$ cat config.mk
export PLATFORM = sky130hd
export DESIGN_NAME = ladybird_uart_bridge
export DESIGN_NICKNAME = d
export VERILOG_FILES = /design/src/rtl/ladybird_uart_pkg.sv /design/src/rtl/ladybird_fifo.sv /design/src/rtl/ladybird_uart_rx_engine.sv /design/src/rtl/ladybird_uart_bridge.sv
export SDC_FILE = /design/constraint.sdc
export NUM_CORES = 1
export LEC_CHECK = 0
export ABC_AREA = 1
export BUFFER_PORTS_ARGS = -buffer_cell sky130_fd_sc_hd__buf_4
export CAP_MARGIN = 0
export CORE_MARGIN = 1
export CORE_UTILIZATION = 55
export CTS_BUF_LIST = sky130_fd_sc_hd__clkbuf_4 sky130_fd_sc_hd__clkbuf_8
export CTS_CLUSTER_DIAMETER = 100
export CTS_CLUSTER_SIZE = 14
export DETAILED_ROUTE_END_ITERATION = 12
export PLACE_DENSITY = 0.74
export SYNTH_ARGS = -nofsm -noshare
export SYNTH_HDL_FRONTEND = slang
export SYNTH_HIERARCHICAL = 1
export SYNTH_SLANG_ARGS = --single-unit
$ cat constraint.sdc
create_clock -name clk -period 1.7 [get_ports clk]
set_input_delay 0.255 -clock clk [delete_from_list [all_inputs] [get_ports clk]]
set_output_delay 0.255 -clock clk [all_outputs]
set_load 0.005 [all_outputs]
$ cat src/rtl/ladybird_uart_pkg.sv
// Shared parity mode constants, FSM state encodings and parity helper
// for the ladybird UART bridge.
package ladybird_uart_pkg;

    localparam int unsigned PAR_NONE = 0;
    localparam int unsigned PAR_EVEN = 1;
    localparam int unsigned PAR_ODD  = 2;

    typedef enum logic [2:0] {
        TX_IDLE,
        TX_START,
        TX_DATA,
        TX_PARITY,
        TX_STOP
    } tx_state_t;

    typedef enum logic [2:0] {
        RX_IDLE,
        RX_START,
        RX_DATA,
        RX_PARITY,
        RX_STOP
    } rx_state_t;

    function automatic logic parity_bit(input logic [7:0] data, input int unsigned mode);
        return (mode == PAR_ODD) ? ~(^data) : (^data);
    endfunction

endpackage

$ cat src/rtl/ladybird_fifo.sv
// First-word-fall-through FIFO: rd_data always shows the head entry.
module ladybird_fifo #(
    parameter int unsigned WIDTH   = 8,
    parameter int unsigned DEPTH_W = 3
) (
    input  logic             clk,
    input  logic             anrst,
    input  logic             wr_en,
    input  logic [WIDTH-1:0] wr_data,
    output logic             full,
    input  logic             rd_en,
    output logic [WIDTH-1:0] rd_data,
    output logic             empty
);

    logic [WIDTH-1:0] mem [2**DEPTH_W];
    logic [DEPTH_W:0] wr_ptr;
    logic [DEPTH_W:0] rd_ptr;
    logic             do_wr;
    logic             do_rd;

    assign full    = (wr_ptr[DEPTH_W] != rd_ptr[DEPTH_W]) &&
                     (wr_ptr[DEPTH_W-1:0] == rd_ptr[DEPTH_W-1:0]);
    assign empty   = (wr_ptr == rd_ptr);
    assign do_wr   = wr_en && !full;
    assign do_rd   = rd_en && !empty;
    assign rd_data = mem[rd_ptr[DEPTH_W-1:0]];

    always_ff @(posedge clk) begin
        if (do_wr) mem[wr_ptr[DEPTH_W-1:0]] <= wr_data;
    end

    always_ff @(posedge clk or negedge anrst) begin
        if (!anrst) begin
            wr_ptr <= '0;
            rd_ptr <= '0;
        end else begin
            if (do_wr) wr_ptr <= wr_ptr + 1'b1;
            if (do_rd) rd_ptr <= rd_ptr + 1'b1;
        end
    end

endmodule

$ cat src/rtl/ladybird_uart_rx_engine.sv
// UART receive bit engine: synchronises the line, finds start edges and
// delivers one byte per frame with its parity/framing error flag.
//
// state     | meaning
// RX_IDLE   | waiting for a 1->0 edge on the synchronised line
// RX_START  | counting to the start-bit midpoint, reject false starts
// RX_DATA   | sampling 8 data bits LSB-first
// RX_PARITY | sampling and checking the parity bit
// RX_STOP   | sampling the first stop bit, then back to idle
module ladybird_uart_rx_engine
    import ladybird_uart_pkg::*;
#(
    parameter int unsigned WTIME  = 16'h364,
    parameter int unsigned PARITY = 0
) (
    input  logic       clk,
    input  logic       anrst,
    input  logic       rxd,
    output logic       byte_valid,
    output logic [7:0] byte_data,
    output logic       byte_err,
    output logic       idle,
    output logic       start
);

    localparam logic [15:0] W_M1    = 16'(WTIME - 1);
    localparam logic [15:0] HALF_M1 = 16'(WTIME / 2 - 1);

    // [1:0] is the synchroniser, [2] holds the previous synchronised value
    logic [2:0]  sync_q;
    logic        line;
    logic        fall;
    rx_state_t   state;
    logic [15:0] timer;
    logic [2:0]  bit_idx;
    logic [7:0]  shreg;
    logic        par_err;

    assign line  = sync_q[1];
    assign fall  = sync_q[2] && !line;
    assign idle  = (state == RX_IDLE);
    assign start = idle && fall;

    always_ff @(posedge clk or negedge anrst) begin
        if (!anrst) begin
            sync_q     <= 3'b111;
            state      <= RX_IDLE;
            timer      <= '0;
            bit_idx    <= '0;
            shreg      <= '0;
            par_err    <= 1'b0;
            byte_valid <= 1'b0;
            byte_data  <= '0;
            byte_err   <= 1'b0;
        end else begin
            sync_q     <= {sync_q[1:0], rxd};
            byte_valid <= 1'b0;
            case (state)
                RX_IDLE: begin
                    if (fall) begin
                        state   <= RX_START;
                        timer   <= HALF_M1;
                        par_err <= 1'b0;
                    end
                end
                RX_START: begin
                    if (timer != 16'd0) timer <= timer - 16'd1;
                    else if (line) state <= RX_IDLE;
                    else begin
                        state   <= RX_DATA;
                        timer   <= W_M1;
                        bit_idx <= '0;
                    end
                end
                RX_DATA: begin
                    if (timer != 16'd0) timer <= timer - 16'd1;
                    else begin
                        shreg   <= {line, shreg[7:1]};
                        timer   <= W_M1;
                        bit_idx <= bit_idx + 3'd1;
                        if (bit_idx == 3'd7)
                            state <= (PARITY != PAR_NONE) ? RX_PARITY : RX_STOP;
                    end
                end
                RX_PARITY: begin
                    if (timer != 16'd0) timer <= timer - 16'd1;
                    else begin
                        par_err <= line ^ parity_bit(shreg, PARITY);
                        timer   <= W_M1;
                        state   <= RX_STOP;
                    end
                end
                RX_STOP: begin
                    if (timer != 16'd0) timer <= timer - 16'd1;
                    else begin
                        byte_valid <= 1'b1;
                        byte_data  <= shreg;
                        byte_err   <= par_err | ~line;
                        state      <= RX_IDLE;
                    end
                end
                default: state <= RX_IDLE;
            endcase
        end
    end

endmodule

$ cat src/rtl/ladybird_uart_bridge.sv
// Word-wide UART bridge: TX FIFO feeding a framing FSM, RX bit engine
// assembling words into an RX FIFO, with partial-word timeout and overflow count.
//
// state     | meaning
// TX_IDLE   | line at 1, waiting for a word in the TX FIFO
// TX_START  | driving the start bit
// TX_DATA   | driving 8 data bits LSB-first
// TX_PARITY | driving the parity bit
// TX_STOP   | driving stop bits, then next byte, next word or idle
module ladybird_uart_bridge
    import ladybird_uart_pkg::*;
#(
    parameter int unsigned WTIME        = 16'h364,
    parameter int unsigned I_BYTES      = 1,
    parameter int unsigned O_BYTES      = 1,
    parameter int unsigned FIFO_DEPTH_W = 3,
    parameter int unsigned PARITY       = 0,
    parameter int unsigned STOP_BITS    = 1,
    parameter int unsigned RX_TIMEOUT   = 4
) (
    input  logic                 clk,
    input  logic                 anrst,
    input  logic                 uart_txd_in,
    output logic                 uart_rxd_out,
    input  logic [I_BYTES*8-1:0] i_data,
    input  logic                 i_valid,
    output logic                 i_ready,
    output logic [O_BYTES*8-1:0] o_data,
    output logic                 o_valid,
    input  logic                 o_ready,
    output logic                 o_err,
    output logic                 rx_timeout,
    output logic [7:0]           overflow_cnt,
    input  logic                 err_clr
);

    localparam int unsigned IW  = I_BYTES * 8;
    localparam int unsigned OW  = O_BYTES * 8;
    localparam int unsigned IBW = (I_BYTES > 1) ? $clog2(I_BYTES) : 1;
    localparam int unsigned OBW = (O_BYTES > 1) ? $clog2(O_BYTES) : 1;
    localparam logic [IBW-1:0] I_LAST    = IBW'(I_BYTES - 1);
    localparam logic [OBW-1:0] O_LAST    = OBW'(O_BYTES - 1);
    localparam logic [15:0]    W_M1      = 16'(WTIME - 1);
    localparam logic           STOP_LAST = (STOP_BITS == 2);
    localparam bit             TO_EN     = (RX_TIMEOUT != 0);
    localparam logic [31:0]    TO_LIMIT  =
        32'(RX_TIMEOUT * (10 + ((PARITY != PAR_NONE) ? 1 : 0)) * WTIME);
    localparam logic [31:0]    TO_LAST   = TO_LIMIT - 32'd1;

    logic [IW-1:0] tx_head;
    logic          tx_full;
    logic          tx_empty;
    logic          tx_pop;
    tx_state_t     tx_state;
    logic [15:0]   tx_timer;
    logic [2:0]    tx_bit;
    logic [IBW-1:0] tx_byte_idx;
    logic [IW-1:0] tx_word;
    logic [7:0]    tx_cur;
    logic          tx_stop;
    logic          tx_bit_end;

    assign i_ready    = !tx_full;
    assign tx_bit_end = (tx_timer == 16'd0);
    assign tx_pop     = !tx_empty &&
                        ((tx_state == TX_IDLE) ||
                         (tx_state == TX_STOP && tx_bit_end &&
                          tx_stop == STOP_LAST && tx_byte_idx == I_LAST));

    ladybird_fifo #(.WIDTH(IW), .DEPTH_W(FIFO_DEPTH_W)) u_tx_fifo (
        .clk     (clk),
        .anrst   (anrst),
        .wr_en   (i_valid),
        .wr_data (i_data),
        .full    (tx_full),
        .rd_en   (tx_pop),
        .rd_data (tx_head),
        .empty   (tx_empty)
    );

    always_ff @(posedge clk or negedge anrst) begin
        if (!anrst) begin
            tx_state     <= TX_IDLE;
            tx_timer     <= '0;
            tx_bit       <= '0;
            tx_byte_idx  <= '0;
            tx_word      <= '0;
            tx_cur       <= '0;
            tx_stop      <= 1'b0;
            uart_rxd_out <= 1'b1;
        end else begin
            if (!tx_bit_end) tx_timer <= tx_timer - 16'd1;
            case (tx_state)
                TX_IDLE: begin
                    if (tx_pop) begin
                        tx_word      <= tx_head >> 8;
                        tx_cur       <= tx_head[7:0];
                        tx_byte_idx  <= '0;
                        tx_timer     <= W_M1;
                        tx_state     <= TX_START;
                        uart_rxd_out <= 1'b0;
                    end
                end
                TX_START: begin
                    if (tx_bit_end) begin
                        tx_state     <= TX_DATA;
                        tx_timer     <= W_M1;
                        tx_bit       <= '0;
                        uart_rxd_out <= tx_cur[0];
                    end
                end
                TX_DATA: begin
                    if (tx_bit_end) begin
                        tx_timer <= W_M1;
                        if (tx_bit != 3'd7) begin
                            tx_bit       <= tx_bit + 3'd1;
                            uart_rxd_out <= tx_cur[tx_bit + 3'd1];
                        end else if (PARITY != PAR_NONE) begin
                            tx_state     <= TX_PARITY;
                            uart_rxd_out <= parity_bit(tx_cur, PARITY);
                        end else begin
                            tx_state     <= TX_STOP;
                            tx_stop      <= 1'b0;
                            uart_rxd_out <= 1'b1;
                        end
                    end
                end
                TX_PARITY: begin
                    if (tx_bit_end) begin
                        tx_state     <= TX_STOP;
                        tx_timer     <= W_M1;
                        tx_stop      <= 1'b0;
                        uart_rxd_out <= 1'b1;
                    end
                end
                TX_STOP: begin
                    if (tx_bit_end) begin
                        if (tx_stop != STOP_LAST) begin
                            tx_stop  <= 1'b1;
                            tx_timer <= W_M1;
                        end else if (tx_byte_idx != I_LAST) begin
                            tx_byte_idx  <= tx_byte_idx + 1'b1;
                            tx_cur       <= tx_word[7:0];
                            tx_word      <= tx_word >> 8;
                            tx_timer     <= W_M1;
                            tx_state     <= TX_START;
                            uart_rxd_out <= 1'b0;
                        end else if (tx_pop) begin
                            tx_word      <= tx_head >> 8;
                            tx_cur       <= tx_head[7:0];
                            tx_byte_idx  <= '0;
                            tx_timer     <= W_M1;
                            tx_state     <= TX_START;
                            uart_rxd_out <= 1'b0;
                        end else begin
                            tx_state     <= TX_IDLE;
                        end
                    end
                end
                default: tx_state <= TX_IDLE;
            endcase
        end
    end

    logic           byte_valid;
    logic [7:0]     byte_data;
    logic           byte_err;
    logic           rx_idle;
    logic           rx_start;
    logic [OW-1:0]  rx_partial;
    logic [OW-1:0]  rx_word;
    logic [OBW-1:0] rx_cnt;
    logic           rx_err_acc;
    logic [31:0]    idle_cnt;
    logic           rx_push;
    logic           rx_full;
    logic           rx_empty;
    logic [OW:0]    rx_head;
    logic           ovf_event;

    ladybird_uart_rx_engine #(.WTIME(WTIME), .PARITY(PARITY)) u_rx_engine (
        .clk        (clk),
        .anrst      (anrst),
        .rxd        (uart_txd_in),
        .byte_valid (byte_valid),
        .byte_data  (byte_data),
        .byte_err   (byte_err),
        .idle       (rx_idle),
        .start      (rx_start)
    );

    always_comb begin
        rx_word = rx_partial;
        for (int k = 0; k < O_BYTES; k++) begin
            if (OBW'(k) == rx_cnt) rx_word[8*k +: 8] = byte_data;
        end
    end

    assign rx_push   = byte_valid && (rx_cnt == O_LAST);
    assign ovf_event = rx_push && rx_full;

    ladybird_fifo #(.WIDTH(OW + 1), .DEPTH_W(FIFO_DEPTH_W)) u_rx_fifo (
        .clk     (clk),
        .anrst   (anrst),
        .wr_en   (rx_push),
        .wr_data ({rx_err_acc | byte_err, rx_word}),
        .full    (rx_full),
        .rd_en   (o_ready),
        .rd_data (rx_head),
        .empty   (rx_empty)
    );

    assign o_valid = !rx_empty;
    assign o_data  = rx_head[OW-1:0];
    assign o_err   = !rx_empty && rx_head[OW];

    always_ff @(posedge clk or negedge anrst) begin
        if (!anrst) begin
            rx_partial <= '0;
            rx_cnt     <= '0;
            rx_err_acc <= 1'b0;
            idle_cnt   <= '0;
            rx_timeout <= 1'b0;
        end else begin
            rx_timeout <= 1'b0;
            if (byte_valid) begin
                idle_cnt <= '0;
                if (rx_push) begin
                    rx_cnt     <= '0;
                    rx_err_acc <= 1'b0;
                end else begin
                    rx_cnt     <= rx_cnt + 1'b1;
                    rx_partial <= rx_word;
                    rx_err_acc <= rx_err_acc | byte_err;
                end
            end else if (!TO_EN || rx_cnt == '0 || !rx_idle) begin
                idle_cnt <= '0;
            end else if (idle_cnt == TO_LAST) begin
                idle_cnt <= '0;
                // a start edge on the final idle cycle keeps the partial word
                if (!rx_start) begin
                    rx_cnt     <= '0;
                    rx_err_acc <= 1'b0;
                    rx_partial <= '0;
                    rx_timeout <= 1'b1;
                end
            end else begin
                idle_cnt <= idle_cnt + 32'd1;
            end
        end
    end

    always_ff @(posedge clk or negedge anrst) begin
        if (!anrst) overflow_cnt <= '0;
        else if (ovf_event) begin
            if (err_clr) overflow_cnt <= 8'd1;
            else if (overflow_cnt != 8'hFF) overflow_cnt <= overflow_cnt + 8'd1;
        end else if (err_clr) overflow_cnt <= '0;
    end

endmodule

==> After elaboration in Yosys (flattened, before gate mapping) <==
Memories as Yosys holds them, arrays and structs flattened.
Cells that the tools add are included.
{ "word_totals": {"out_inout_bits": 21, "input_bits": 14, "regBits": 152, "word_cells": 247, "n_memories": 2, "ram_bits": 136} }
{ "mem_list": {"columns": ["name", "words", "word_bits", "rd", "rd_clocked_by_memory_dff", "wr", "line_no", "source"], "rows": [
  ["u_rx_fifo.mem", 8, 9, 1, 0, 1, "ladybird_fifo.sv:16", "logic [WIDTH-1:0] mem [2**DEPTH_W];"],
  ["u_tx_fifo.mem", 8, 8, 1, 0, 1, "ladybird_fifo.sv:16", null]
]} }
{ "op_classes": {"n_eq_ne": 38, "order_cmp": 1, "n_mux": 104, "n_reduce_logical": 55, "bitwise": 8, "n_addsub": 12} }
{ "ops": {"columns": ["operator", "count"], "rows": [
  ["2-to-1 mux 16 bit", 11],
  ["2-to-1 mux 8 bit", 18],
  ["2-to-1 mux 32 bit", 3],
  ["one-hot mux 16 bit (4 select lines)", 1],
  ["2-to-1 mux 3 bit", 19],
  ["one-hot mux 16 bit (3 select lines)", 1],
  ["2-to-1 mux 1 bit", 39],
  ["adder 32 x 1 -> 32 bit (second input constant)", 1],
  ["== test 32 x 16 -> 1 bit (second input constant)", 1],
  ["one-hot mux 8 bit (2 select lines)", 2],
  ["subtractor 16 x 1 -> 16 bit (second input constant)", 2],
  ["one-hot mux 3 bit (5 select lines)", 2],
  ["inequality test 2 bit (second input constant)", 13],
  ["AND reduction 4 bit", 5],
  ["adder 4 x 1 -> 4 bit (second input constant)", 4],
  ["logical NOT 16 bit", 1],
  ["nonzero test 16 bit", 1],
  ["logical AND 1 bit", 15],
  ["nonzero test 2 bit", 7],
  ["== test 3 x 2 -> 1 bit (second input constant)", 4],
  ["inequality test 2 x 1 -> 1 bit (second input constant)", 6],
  ["one-hot mux 3 bit (2 select lines)", 2],
  ["AND reduction 6 bit", 2],
  ["== test 3 bit (second input constant)", 3],
  ["other kinds (31)", 55]
]} }

==> Depth between registers and ports, before layout <==
{ "depth": {"depth_word": 11, "ltp_mapped": 14, "mapped_depth_nobuf": 14} }

==> By module <==
The synthesis kept the hierarchy.
{ "modules_own_cells": {"columns": ["mod", "instances", "seq_area_each_um2", "area_per_inst_um2", "cells_each"], "rows": [
  ["ladybird_uart_bridge", 1, 2053.2, 4690.7, 640],
  ["ladybird_fifo at u_rx_fifo", 1, 2362.3, 3370.7, 292],
  ["ladybird_fifo at u_tx_fifo", 1, 2122.0, 3056.7, 269],
  ["ladybird_uart_rx_engine", 1, 1104.8, 2432.3, 319]
]} }

==> Worst setup path before layout <==
Ideal clock, no wire load.
{ "synth_path": {"path_type": "register -> register", "startpoint": "reg u_rx_fifo.rd_ptr[1]", "endpoint": "mem u_rx_fifo/mem[0][0] (netlist bit) (enable)", "t_required_ns": 1.326, "arrival_ns": 1.425, "path_slack_ns": -0.099, "path_buffers": 0, "setup_ns": 0.374, "stages_incl_launch_ff": 8, "period_less_slack_ns": 1.799, "cell_sequence": "dfrtp_1 inv_1 nand2_1 nand2_1 clkinv_1 nand4_4 nand2_2 nor2_1"} }
{ "synth_via": {"elab_chain_cells": 6} }
{ "synth_lines": {"columns": ["element", "line_no", "source"], "rows": [
  ["start: declaration", "ladybird_fifo.sv:18", "logic [DEPTH_W:0] rd_ptr;"],
  ["start signal: assignment", "ladybird_fifo.sv:39", "if (do_rd) rd_ptr <= rd_ptr + 1'b1;"],
  ["== test 3 bit", "ladybird_fifo.sv:23", "(wr_ptr[DEPTH_W-1:0] == rd_ptr[DEPTH_W-1:0]);"],
  ["logical AND 1 bit", "ladybird_fifo.sv:22", "assign full = (wr_ptr[DEPTH_W] != rd_ptr[DEPTH_W]) &&"],
  ["logical NOT 1 bit", "ladybird_fifo.sv:25", "assign do_wr = wr_en && !full;"],
  ["logical AND 1 bit", "ladybird_fifo.sv:25", null],
  ["2-to-1 mux 1 bit", "ladybird_fifo.sv:30", "if (do_wr) mem[wr_ptr[DEPTH_W-1:0]] <= wr_data;"],
  ["2-to-1 mux 1 bit (implied by the code)", "ladybird_fifo.sv:30", null],
  ["end: declaration", "ladybird_fifo.sv:16", null]
]} }
No other way between the ends.

==> Worst setup path after layout <==
{ "layout_path": {"startpoint": "reg u_rx_fifo.rd_ptr[0]", "endpoint": "out o_data[6]"} }
{ "layout_via": {"elab_chain_cells": 1} }
{ "layout_lines": {"columns": ["element", "line_no", "source"], "rows": [
  ["memory (8 x 9 bit)", null, null],
  ["end: declaration", "ladybird_uart_bridge.sv:28", "output logic [O_BYTES*8-1:0] o_data,"]
]} }
No other way between the ends.

==> metrics.txt <==
Clock Skews roughly 17 ps; num ports 35; vias in the first global route between 10000 and 15000; layout cells sized above 1 27.2%; Num CTS Buffers 23; Cell variety after synth 48; commonest non-fill, non-tap cell in the layout nand2_1; clock slew at the register clock pins of the worst setup and hold paths ~100 ps; routed via count roughly 11000; Die W 159 µm; top-area cell type share of the netlist area between 30 and 40%; cell area after layout 0.0169 mm²; clock sink total between 200 and 300; Starting Density 55.9%; TritonCTS clock tree built; most numerous cell on the critical path nand2_1; CP max stage delay approximately 470 ps; Fmax achieved ~460 MHz; All-Layer GR Usage 24.1%; final worst setup slack -468 ps; cells after synthesis 1520; Synth async-reset ratio 51.1%; maximum VDD drop 1.34 mV; routed len/inst 15.5 µm; post-synthesis register bit count about 280; DIE HEIGHT 159 µm; max cap viols 0; Routed Antenna Nets 0; Worst R2R Start u_rx_fifo/rd_ptr[0]; CP endpoint kind output pin; Mean Syn Cell Area ~9 µm²; WL final 32000 µm; Seq/Total Area, Yosys 56.4%; Site Rows 57; Placed Area between 0.01 and 0.015 mm²; Yosys Warn Count 6; Final Non-Filler Cells 2067; CP startpoint u_rx_fifo/rd_ptr[0]; dpl cells 1955; DP Wirelength 20400 µm; worst skew pair latency 560 ps; Post-synth top flop dfrtp_1; die area 0.0253 mm²; Final Hold Slack 124 ps; synthesized area 0.0136 mm²; drt first pass iters 5; Flop pwr share 37.4%; gpl congestion a little over 0.9; Tmin final 2170 ps; antenna violations before repair 0; Area growth syn-to-layout 24.4%; root buffer cell clkbuf_8; Post-synth EDFFs around 140; Leak ~7.3 nW; cell depth of the worst flop-to-flop path 13; violated checks negative setup slack; final setup fails 77; CP Class reg -> out; crit path cell chain inv_4, clkbuf_16, buf_12, nor2_4, o22ai_2, nand2_1, nand2_1, buf_4; htree depth 1; dominant cell type by area after synthesis edfxtp_1; Worst-Margin Slew roughly 330 ps; core area 0.0242 mm²; Crit. path cell count 8; PortBufs 34; Util after Layout between 60% and 70%; drt initial violations between 800 and 900; internal power 0.0138 W; Diodes inserted 0; outcome finished, violations left; Arrival @ worst endpoint ~1900 ps; leading post-synthesis cells by cell area edfxtp_1 30%, dfrtp_1 25%, nand2_1 11%, nor2_1 6.6%, nand3_1 3.5%; Final period util 128%; Layout fillers around 1800; worst hold path class in -> async; crit path launch type flip-flop; vias per cell 5.39; relative slew slack between 70 and 80%; Final Hold Fails 0; sw frac 37.7%; Slew Limit Fails 0; first-pass GRT wire length 50500 µm; Synth Net Count 1548; Top Family by Delay on Critical Path buffers and inverters; CP required roughly 1400 ps; CP max FO 8; commonest cells after routing, fill and taps aside 374 x nand2_1, 197 x nor2_1, 149 x buf_4, 136 x edfxtp_1, 132 x dfrtp_1; clock power share between 15 and 20%; Net Sw Power 0.00831 W; pwr dens 1310 mW/mm²; logic gate share of total power 45.2%; Net count, final around 1800; WP buf/inv 4; DRC 0; largest net degree at the start of global routing 47; Max clock buf depth 3; crit path max-delay cell type dfrtp_2; RSZ-0062 raised after global routing true; gr ovfl total 0
==> state kept, by name, summed over array words and instances (netlist names), 4 cells and up, named ones only <==
register	cells
u_tx_fifo/rd_ptr	4
rx_partial	8
u_rx_fifo/wr_ptr	4
u_tx_fifo/wr_ptr	4
u_rx_fifo/rd_ptr	4
u_rx_engine/byte_data	8
tx_timer	16
u_rx_engine/timer	16
u_tx_fifo/mem	64
overflow_cnt	8
u_rx_fifo/mem	72
idle_cnt	32
u_rx_engine/shreg	8
==> final timing paths <==
kind / end / slack, ps
worst max-delay path: o_data[6] / -470
worst min-delay path: overflow_cnt[3] / 120
worst max register to register: overflow_cnt[5] / -70
worst min register to register: u_rx_engine/sync_q[1] / 380
max in group asynchronous: u_rx_engine/sync_q[0] / 930
min in group clk: u_rx_engine/sync_q[0] / 350
==> Yosys cell counts (all sizes together) (3+ instances only) <==
| cell type | number |
|---|---|
| o21ai | 119 |
| a21o | 5 |
| xor2 | 22 |
| dfstp | 4 |
| ha | 14 |
| nor3b | 10 |
| o211ai | 3 |
| o21bai | 4 |
| a21oi | 13 |
| buf | 29 |
| xnor2 | 3 |
| nand3 | 100 |
| nand2 | 429 |
| nor2 | 255 |
| nand3b | 6 |
| o22ai | 35 |
| clkbuf | 7 |
| inv | 135 |
| nand4 | 17 |
| dfrtp | 138 |
| edfxtp | 136 |
| or2 | 4 |
| nor3 | 26 |
==> metrics by stage <==
step	total power, W	worst slack (ps)	TNS [ps]
3_5_place_dp	0.0157	-97.8	-867
6_report	0.0221	-468	-6610
4_1_cts	0.0207	-466	-4690
3_3_place_gp	0.0155	-46.4	-46.4
2_1_floorplan	0.0132	-99.3	-6120
5_1_grt	0.0234	-553	-13970
==> power groups by stage <==
stage	combinational, W	sequential, W	clock [W]
2_1_floorplan	0.00493	0.00824	0
6_report	0.00997	0.00825	0.00385
4_1_cts	0.00852	0.00819	0.00395
3_3_place_gp	0.00720	0.00829	0
5_1_grt	0.0109	0.00830	0.00418
3_5_place_dp	0.00742	0.00832	0
==> cells by family (layout without fill, tap and decap cells) <==
family          Yosys count  in the layout  share of synthesized area [%]
fa+ha+maj                14             14                           1.29
buf+inv                 173            396                           5.48
compound gates          182            182                           7.65
flops                   278            278                           56.4
simple gates            848            848                           27.6
xor+xnor                 25             25                           1.62
==> repair_timing <==
action,4_1_cts,5_1_grt
gates resized for setup,61,192
cloned,2,4
endpoints found under the hold margin,213,0
pin swaps,22,56
endpoints found under the setup margin,41,207
buffers inserted,30,25
hold buffers,13,0
==> cell type report <==
cell class	count	area, µm²	share of cell area [%]
Sequential cell	278	7650	45.4
Multi-Input combinational cell	1069	5780	34.3
Timing Repair Buffer	217	2020	12.0
Inverter	137	536	3.18
Clock buffer	41	458	2.72
Tap cell	324	405	2.40
Clock inverter	1	7.51	0.0445
==> metal layers <==
| layer | GRT usage [%] | vias to the layer above | share of wire, % |
|---|---|---|---|
| met5 | 0 | - | 0 |
| met4 | 4.85 | 0 | 2.0 |
| met3 | 2.45 | 54 | 4.4 |
| met2 | 43.3 | 273 | 51 |
| met1 | 31.7 | 5400 | 42 |
| li1 | - | 5423 | - |
Power figures use the tool's default switching activity.
